## src/rtl/add_16.sv

```systemverilog
// 16-bit ripple-carry adder for the Hack datapath: combinational sum and flags,
// plus a registered copy for pipelined consumers.

module half_adder (
    input  logic a_i,
    input  logic b_i,
    output logic sum_o,
    output logic carry_o
);
    assign sum_o   = a_i ^ b_i;
    assign carry_o = a_i & b_i;
endmodule

module full_adder (
    input  logic a_i,
    input  logic b_i,
    input  logic c_i,
    output logic sum_o,
    output logic carry_o
);
    assign sum_o   = a_i ^ b_i ^ c_i;
    assign carry_o = (a_i & b_i) | (c_i & (a_i ^ b_i));
endmodule

module add_16 (
    input  logic        clk,
    input  logic        reset,
    input  logic [15:0] a,
    input  logic [15:0] b,
    output logic [15:0] out,
    output logic        carry,
    output logic        ovf,
    output logic        zr,
    output logic        ng,
    output logic [15:0] out_q,
    output logic [3:0]  flags_q
);
    logic [15:0] sum;
    logic [15:0] c;
    logic [15:0] out_d;
    logic [3:0]  flags_d;

    half_adder u_ha0 (
        .a_i     (a[0]),
        .b_i     (b[0]),
        .sum_o   (sum[0]),
        .carry_o (c[0])
    );

    for (genvar i = 1; i < 16; i++) begin : g_fa
        full_adder u_fa (
            .a_i     (a[i]),
            .b_i     (b[i]),
            .c_i     (c[i-1]),
            .sum_o   (sum[i]),
            .carry_o (c[i])
        );
    end

    assign out   = sum;
    assign carry = c[15];
    // Signed wrap: operands agree in sign but the result does not.
    assign ovf   = (a[15] == b[15]) && (sum[15] != a[15]);
    assign zr    = (sum == 16'h0000);
    assign ng    = sum[15];

    assign out_d   = sum;
    assign flags_d = {carry, ovf, zr, ng};

    always_ff @(posedge clk) begin
        if (reset) begin
            out_q   <= 16'h0000;
            flags_q <= 4'b0000;
        end else begin
            out_q   <= out_d;
            flags_q <= flags_d;
        end
    end
endmodule

```

## config.mk

```make
export PLATFORM = sky130hd
export DESIGN_NAME = add_16
export DESIGN_NICKNAME = d
export VERILOG_FILES = /design/src/rtl/add_16.sv
export SDC_FILE = /design/constraint.sdc
export NUM_CORES = 1
export LEC_CHECK = 0
export BUFFER_PORTS_ARGS = -buffer_cell sky130_fd_sc_hd__buf_2
export CORE_MARGIN = 5
export CORE_UTILIZATION = 25
export DETAILED_ROUTE_END_ITERATION = 8
export HOLD_SLACK_MARGIN = 0.15
export PLACE_DENSITY = 0.65
export SLEW_MARGIN = 5
export SYNTH_ARGS = -nofsm -noshare
export SYNTH_HDL_FRONTEND = slang
export SYNTH_SLANG_ARGS = --single-unit
```

## constraint.sdc

```tcl
create_clock -name clk -period 15.1 [get_ports clk]
set_input_delay 3.02 -clock clk [delete_from_list [all_inputs] [get_ports clk]]
set_output_delay 3.02 -clock clk [all_outputs]
set_load 0.005 [all_outputs]
```

==> results.cfg <==
[floorplanning]
rows = 23
design.die.area_sq_mm = 0.00555
start_util_pct = 25.8
die_h_microns = 74.5
die_w_microns = 74.5
core_sq_mm = 0.00403
num_io_pins = 74

[finish]
synthToLayoutAreaGrowth_pct = 32.9
multi_input_area_sq_um = 489
num-fill-cells = 421
design_area_sq_mm = 0.00138
drive_gt1_share_pct = 51.7
fin_util_pct = 34.3
final_cells = 199
diodes = 0
register_area_sq_um = 380
nets = 201

[synth]
synthSimpleGateAreaFrac_pct = 14.9
synthCells = 90
synth-xor-area-share_pct = 0.842
synth_top_family_by_area = adder cells
seq_area_frac_synth_pct = 36.6
synth-compound-area-share_pct = 0
yosys.area.top_type = dfxtp_1
ys_ff_latch = 19
synthMuxAreaShare_pct = 0
yosys_warnings = 0
synth_area_leaders = dfxtp_1, fa_1, buf_4
syn_avg_cell_area_sq_um = 11.6
ys_types = 14
netlist_area_sq_mm = 0.00104
synth_nets = 141
synth_top_area_share_pct = 36.6
synthAdderAreaFrac_pct = 31.3

[power_and_ir_drop]
power.density_mw_per_mm2 = 101
ir_drop_uv = 56.4
p_leak_uw = 0.000733

[sta]
maxSlewViolCount = 0
fin_crit_ns = 12.80
slew_headroom_pct = 77.0
fmaxAchievable_mhz = 78.1
hold_viol = 0
worst_pin_slew_ns = 0.345
period_share_pct = 84.7
tns_ns = 0
rsz0062_at_grt = no
finalSetupViolations = 0

[clock_tree]
cts_tree = yes
cts_resized = 0
cts_setup_buffers = 0
cts_hold_buf = 0
root_buffer = clkbuf_8
cts.sink_count = 19
numCtsBuffers = 3
clkTransAtPathRegs_ns = 0.07
ctsHtreeMaxLevel = 1
clk_path_buf_depth = 2

[job]
drv_cap = 0

[placed_design]
placed_cell_area_sq_mm = 0.00134
numPortBuffers = 73
dpl.cell_count = 195
gp_congestion = 0.705

[critical_path]
critPathKind = input port to output port
crit_fanout = 4
crit_required_ns = 12.08
start_kind = input port
crit_arrival_ns = 9.78
crit_path_end_kind = output port

[route]
drc_errors = 0
drt.antenna.violating_nets = 0
wl_per_cell_microns = 12.4
wirelength_microns = 2460
firstDrtPassIters = 4
via_per_inst = 3.83
dr.first_iter.drc_count = 11
vias = 762

[hold_path]
hp-class = input port to flip-flop

[grt]
grt_pass1_wl_microns = 3820
overflow = 0
antenna_found_initial = 0
grt_usage_pct = 9.22
grt_pass1_vias = 828
grt_max_degree = 20

[run_status]
status = complete, no violations
## per-stage QoR
| stage | hold slack (ns) | worst slack [ns] | total power (uW) |
|---|---|---|---|
| after floorplan | 3.09 | 2.88 | 91.6 |
| after global placement | 3.34 | 2.24 | 107 |
| after detailed placement | 3.35 | 2.24 | 107 |
| after CTS | 3.07 | 2.22 | 144 |
| after global routing | 3.11 | 2.05 | 151 |
| final | 3.08 | 2.30 | 140 |
## flip-flops by register name, indices dropped and copies added, names as in the netlist
signal,flops
out_q,15
flags_q,4
## placed cells by master (no fill, tap or decap)
| cell | n |
|---|---|
| and2b_1 | 1 |
| and4_1 | 1 |
| and4bb_1 | 1 |
| buf_2 | 73 |
| clkbuf_8 | 3 |
| clkinv_2 | 1 |
| dfxtp_1 | 19 |
| fa_1 | 15 |
| ha_1 | 2 |
| inv_1 | 10 |
| nor2_1 | 4 |
| nor2b_1 | 14 |
| nor3_1 | 1 |
| nor4_1 | 3 |
| xor2_1 | 1 |
## kinds of logic after synthesis
group	Yosys count
XOR/XNOR	1
buffers and inverters	28
adder cells (fa/ha/maj)	17
flip-flops	19
AND/OR/NAND/NOR	25
## routing by layer
layer  vias to the layer above  routed length, microns  global-route usage, %  share of wire (%)
met3                         0                     255                   3.78                 10
met5                         -                       0                      0                  0
met1                       349                     923                   10.7                 38
li1                        377                       -                      -                  -
met2                        36                    1280                   16.6                 52
met4                         0                       0                  0.593                  0
## final timing paths
| path | from | to | slack, ns | cells past startpoint |
|---|---|---|---|---|
| max | a[0] | zr | 2.30 | 23 |
| min | b[15] | flags_q[2] | 3.08 | 3 |
## where the power goes
| group | internal [uW] | switching [uW] |
|---|---|---|
| Clock | 18.3 | 16.4 |
| Combinational | 24.9 | 22.7 |
| Sequential | 56.0 | 1.24 |
| Total | 99.2 | 40.3 |
## synth_stat cells
| master | count |
|---|---|
| nor3_1 | 1 |
| and4_1 | 1 |
| and2b_1 | 1 |
| nor2_1 | 4 |
| inv_1 | 10 |
| ha_1 | 2 |
| xor2_1 | 1 |
| buf_4 | 17 |
| dfxtp_1 | 19 |
| nor4_1 | 3 |
| and4bb_1 | 1 |
| fa_1 | 15 |
| nor2b_1 | 14 |
| buf_2 | 1 |
## area by class of cell
cell class	count	area share (%)
Sequential cell	19	27.5
Clock buffer	3	2.99
Tap cell	50	4.53
Inverter	10	2.72
Timing Repair Buffer	73	26.4
Multi-Input combinational cell	43	35.4
Clock inverter	1	0.362
## worst max-delay path: stages
cell	delay [ns]
buf_2	0.10
ha_1	0.20
fa_1	0.37
fa_1	0.39
fa_1	0.39
fa_1	0.39
fa_1	0.39
fa_1	0.40
fa_1	0.39
fa_1	0.43
fa_1	0.43
fa_1	0.39
fa_1	0.36
inv_1	0.08
fa_1	0.16
inv_1	0.05
fa_1	0.37
fa_1	0.38
inv_1	0.08
fa_1	0.49
and4bb_1	0.23
and4_1	0.16
buf_2	0.13
(Power assumes the default switching activity.)
